==> config.mk <==
export PLATFORM = sky130hd
export DESIGN_NAME = cdb_arbiter
export DESIGN_NICKNAME = d
export VERILOG_FILES = /design/src/rtl/cdb_arbiter.sv
export SDC_FILE = /design/constraint.sdc
export NUM_CORES = 1
export LEC_CHECK = 0
export CAP_MARGIN = 10
export CORE_MARGIN = 3
export CORE_UTILIZATION = 51
export CTS_CLUSTER_DIAMETER = 80
export DETAILED_ROUTE_END_ITERATION = 8
export PLACE_DENSITY = 0.81
export RECOVER_POWER = 50
export SETUP_SLACK_MARGIN = 0.2
export SLEW_MARGIN = 5
export SYNTH_ARGS = -nofsm -noshare
export SYNTH_HDL_FRONTEND = slang
export SYNTH_SLANG_ARGS = --single-unit
==> constraint.sdc <==
create_clock -name clk -period 4.1 [get_ports clk]
set_input_delay 0.615 -clock clk [delete_from_list [all_inputs] [get_ports clk]]
set_output_delay 0.615 -clock clk [all_outputs]
set_load 0.005 [all_outputs]
==> src/rtl/cdb_arbiter.sv <==
// Common data bus arbiter: per-FU single-entry result buffers drained
// round-robin, one per cycle, into a registered CDB broadcast.
module cdb_arbiter #(
  parameter int NUM_FU     = 4,
  parameter int PREG_WIDTH = 7,
  parameter int ROB_WIDTH  = 4,
  parameter int DATA_WIDTH = 32
) (
  input  logic                         clk,
  input  logic                         reset_n,
  input  logic [NUM_FU-1:0]            i_fu_valid,
  input  logic [NUM_FU*PREG_WIDTH-1:0] i_fu_prd,
  input  logic [NUM_FU*ROB_WIDTH-1:0]  i_fu_rob_tag,
  input  logic [NUM_FU*DATA_WIDTH-1:0] i_fu_data,
  output logic [NUM_FU-1:0]            o_fu_ready,
  output logic                         o_cdb_valid,
  output logic [PREG_WIDTH-1:0]        o_cdb_prd,
  output logic [ROB_WIDTH-1:0]         o_cdb_rob_tag,
  output logic [DATA_WIDTH-1:0]        o_cdb_data,
  output logic [$clog2(NUM_FU)-1:0]    o_cdb_fu_id,
  input  logic                         branch_mispredict
);

  localparam int ID_WIDTH = $clog2(NUM_FU);

  logic [NUM_FU-1:0]     buf_valid;
  logic [PREG_WIDTH-1:0] buf_prd  [NUM_FU];
  logic [ROB_WIDTH-1:0]  buf_rob  [NUM_FU];
  logic [DATA_WIDTH-1:0] buf_data [NUM_FU];
  logic [ID_WIDTH-1:0]   rr_ptr;

  logic [NUM_FU-1:0]     grant;
  logic                  grant_any;
  logic [ID_WIDTH-1:0]   grant_id;
  logic [ID_WIDTH-1:0]   scan_idx;
  logic [NUM_FU-1:0]     take;

  // Rotating priority scan starting at rr_ptr; a flush suppresses every grant.
  always_comb begin
    grant     = '0;
    grant_any = 1'b0;
    grant_id  = '0;
    scan_idx  = '0;
    for (int j = 0; j < NUM_FU; j++) begin
      scan_idx = ID_WIDTH'((int'(rr_ptr) + j) % NUM_FU);
      if (!grant_any && buf_valid[scan_idx] && !branch_mispredict) begin
        grant[scan_idx] = 1'b1;
        grant_id        = scan_idx;
        grant_any       = 1'b1;
      end
    end
  end

  assign o_fu_ready = branch_mispredict ? '0 : (~buf_valid | grant);
  assign take       = i_fu_valid & o_fu_ready;

  always_ff @(posedge clk or negedge reset_n) begin
    if (!reset_n) begin
      buf_valid     <= '0;
      rr_ptr        <= '0;
      o_cdb_valid   <= 1'b0;
      o_cdb_prd     <= '0;
      o_cdb_rob_tag <= '0;
      o_cdb_data    <= '0;
      o_cdb_fu_id   <= '0;
      for (int i = 0; i < NUM_FU; i++) begin
        buf_prd[i]  <= '0;
        buf_rob[i]  <= '0;
        buf_data[i] <= '0;
      end
    end else if (branch_mispredict) begin
      buf_valid   <= '0;
      o_cdb_valid <= 1'b0;
    end else begin
      o_cdb_valid <= grant_any;
      if (grant_any) begin
        o_cdb_prd     <= buf_prd[grant_id];
        o_cdb_rob_tag <= buf_rob[grant_id];
        o_cdb_data    <= buf_data[grant_id];
        o_cdb_fu_id   <= grant_id;
        rr_ptr        <= ID_WIDTH'((int'(grant_id) + 1) % NUM_FU);
      end
      // A refill wins over the drain so a granted buffer can reload without a bubble.
      for (int i = 0; i < NUM_FU; i++) begin
        if (take[i]) begin
          buf_valid[i] <= 1'b1;
          buf_prd[i]   <= i_fu_prd[i*PREG_WIDTH +: PREG_WIDTH];
          buf_rob[i]   <= i_fu_rob_tag[i*ROB_WIDTH +: ROB_WIDTH];
          buf_data[i]  <= i_fu_data[i*DATA_WIDTH +: DATA_WIDTH];
        end else if (grant[i]) begin
          buf_valid[i] <= 1'b0;
        end
      end
    end
  end

endmodule

==> results.md, run 1 <==
* Area used by multi-input combinational logic at 4290 um2
* Num ports at approximately 230
* Hold EP: buf_data[59]
* Global-route usage over all layers at 0.243
* Sw frac at 0.316
* Failing checks: max-capacitance violations, max-slew violations
* Hold WC Path Type: reg2reg
* Sequential share of power at 0.393
* Vias per cell at 5.64
* Die Y at 148 um
* # fillers at approximately 1,500
* FMAX at 0.269 GHz
* Initial antenna violation count at 2
* Clock Latency Late Sink at 0.50 ns
* WP data required at 3.48 ns
* Starting DRC count in detailed routing at about 310
* Worst r2r dst: o_cdb_data[31]
* Status: finished, violations left
* Final ANT Viol Nets at 0
* Hold Path Stages at 1
* Worst Tran Pin Value at 3.13 ns
* R2R setup slack at 0.54 ns
* Die X at 148 um
* Psw at about 2800 uW
* Setup crit end kind: output pin
* Setup CP Type: reg2out
* Cells after Synth at 772
* Synth area leaders: dfrtp_1, mux2_2, a211oi_1
* Worst reg2reg startpoint: buf_valid[3]
* Register area at about 5600 um2
* # DRC at 0
* First-pass GRT wire length at about 42 mm
* DR WL/cell at 20.8 um
* Core area at 19,700 um2
* PwrDens at 651 nW/um2
* P_leak at 0.00569 uW
* Synth-to-layout area growth at 32.2%
* Ratio of cells with drive above 1 in the final layout at 0.240
* Final hold violations at 0
* Yosys cell types at slightly above 40
* Hold wc startpoint: buf_data[59]
* GRT Residual Overflow at 0
* Mapped Area at 10,300 um2
* Worst EP arrival at between 3 and 4 ns
* TritonCTS Sinks at 224
* CTS tree: done
* Port Buffers at around 230
* Register bit total from synthesis at 224
* Die footprint at 21,900 um2
* Mapped Avg Cell Area at 13.3 um2
* Yosys top cell area share at 0.544
* Deepest clock path buffer count at 3
* Async SR Flop Fraction at 1.00
* Worst Skew at 0.0115 ns
* Post-Syn Nets at 959
* CTS clk-pin slew, worst paths at 0.06 ns
* Commonest cells post-synth: dfrtp_1, mux2_2, a211oi_1, nor2_1, mux2i_1
* Final nets at roughly 1,200
* H-Tree Depth at 1
* Yosys synthesis warning count at 0
* DPL Wire Length at 16.7 mm
* Largest net degree at the start of global routing at 126
* P_int at between 6000 and 7000 uW
* Ratio of final minimum period to clock period at 0.908
* Critical-path maximum fanout at 8
* Comb pwr share at 0.363
* # hold bufs at CTS at 0
* Crit path time final at 3.72 ns
* Post-synth EDFFs at 0
* Clock power frac at 0.245
* RSZ-0062 raised after global routing: no
* Via count at about 7,200
* CTS Root Cell: clkbuf_16
* Final Max Tran Viols at approximately 170
* Pre-Repair DR Iteration Count at 5
* Top cell type by total area after synthesis: dfrtp_1
* Initial core utilization at 0.524
* Setup-failing EPs final at 0
* Seq/Total Area, Yosys at 0.544
* Worst slew margin at -1.09
* Max Cap Viol at 2
* Peak VDD IR at 0.335 mV
* Vias in the first global route at 7,607
* Crit start category: flop
* Setup TNS at 0 ns
* Most used DFF post-synth: dfrtp_1
* Most frequent cell after synthesis: dfrtp_1
* Reg2Reg Depth at 6
* Drt total wl at roughly 27 mm
* FP Rows at 51
* RD Place Congestion at 0.862
* Cts bufs inserted at 24
* Design Power at a little under 9000 uW
[worst max path at each step]
stage | startpoint | to | slack (ns)
2_1_floorplan | rr_ptr[0] | buf_data[32] | 1.00
3_3_place_gp | branch_mispredict | o_fu_ready[2] | 0.54
3_5_place_dp | branch_mispredict | o_fu_ready[3] | 0.53
4_1_cts | rr_ptr[1] | o_fu_ready[2] | 0.22
5_1_grt | rr_ptr[1] | o_fu_ready[2] | 0.23
6_report | rr_ptr[1] | o_fu_ready[2] | 0.38
[kinds of logic (layout without fill, tap and decap cells)]
family / count (synthesis) / count (layout) / share of synthesized area
DFF: 224 / 224 / 0.544
and+or+nand+nor: 83 / 83 / 0.0414
other: 0 / 1 / 0
muxes: 224 / 224 / 0.240
adders and majority gates: 8 / 8 / 0.00972
AOI/OAI and AO/OA: 163 / 163 / 0.121
buffers and inverters: 70 / 308 / 0.0433
[worst max-delay path, cell delays in order, from the launching register on]
cell,delay (ns)
dfrtp_2,0.46
inv_1,0.19
ha_2,0.37
nor2b_1,0.18
a22oi_4,0.29
o311a_4,0.27
a221o_1,0.20
nor2b_1,0.14
clkdlybuf4s50_1,0.51
[final cells by class]
| class | instances | area share |
|---|---|---|
| multi-input cells | 478 | 0.315 |
| diodes | 1 | 0.000184 |
| clock buffers | 35 | 0.0538 |
| repair buffers | 249 | 0.186 |
| flip-flops and latches | 224 | 0.412 |
| well taps | 265 | 0.0243 |
| inverters | 15 | 0.00413 |
| clock inverters | 9 | 0.00551 |
[flip-flops by register name (all words and copies together) (netlist names)]
name and count:
buf_data 128, buf_prd 28, buf_rob 16, buf_valid 4
o_cdb_data 32, o_cdb_fu_id 2, o_cdb_prd 7, o_cdb_rob_tag 4
o_cdb_valid 1, rr_ptr 2
[power by group through the flow]
stage,combinational [uW],sequential [uW],clock [uW]
after floorplan,2060,3400,0
after global placement,3120,3490,0
after detailed placement,3200,3520,0
after CTS,3240,3500,2220
after global routing,3510,3580,2310
final,3220,3480,2170
[metal layers]
| metal | wire, um | up-vias | global-route usage |
|---|---|---|---|
| met1 | 11100 | 3639 | 0.326 |
| met3 | 1800 | 37 | 0.0536 |
| met4 | 537 | 2 | 0.0545 |
| met2 | 13100 | 245 | 0.409 |
| met5 | 11 | - | 0 |
| li1 | - | 3278 | - |
[per-stage QoR]
stage                     instance area, um2  std cells  utilization  setup slack (ns)  hold WS [ns]
final                                  13600       1276        0.693             0.376         0.485
after global routing                   13600       1276        0.693             0.229         0.500
after CTS                              13600       1271        0.692             0.219         0.244
after detailed placement               12800       1227        0.650             0.525         0.476
after global placement                 12800       1227        0.650             0.537         0.469
after floorplan                        10300        772            -              1.00         0.319
[placed cells by master (no fill, tap or decap), types with 8 or more instances in the layout]
cell	instances
a211oi_1	87
a21boi_0	44
a21oi_1	9
buf_12	8
buf_4	10
clkbuf_16	25
clkdlybuf4s50_1	203
dfrtp_1	223
dlygate4sd3_1	24
inv_1	14
mux2_1	13
mux2_2	163
mux2i_1	47
nor2_1	49
nor2b_1	9
[repair_timing]
action,in CTS,in global routing
setup buffers,0,4
gates resized for setup,2,3
hold endpoints to repair,0,0
setup endpoints to repair,4,4
Power figures use the tool's default switching activity.
==> run 2, diff against run 1 <==
--- a/config.mk
+++ b/config.mk
@@ -10,6 +10,7 @@
 export CORE_UTILIZATION = 51
 export CTS_CLUSTER_DIAMETER = 80
 export DETAILED_ROUTE_END_ITERATION = 8
+export HOLD_SLACK_MARGIN = 0.06
 export PLACE_DENSITY = 0.81
 export RECOVER_POWER = 50
 export SETUP_SLACK_MARGIN = 0.2
==> results of run 2 <==
Final layout, timing and power as in run 1 (identical DEF).
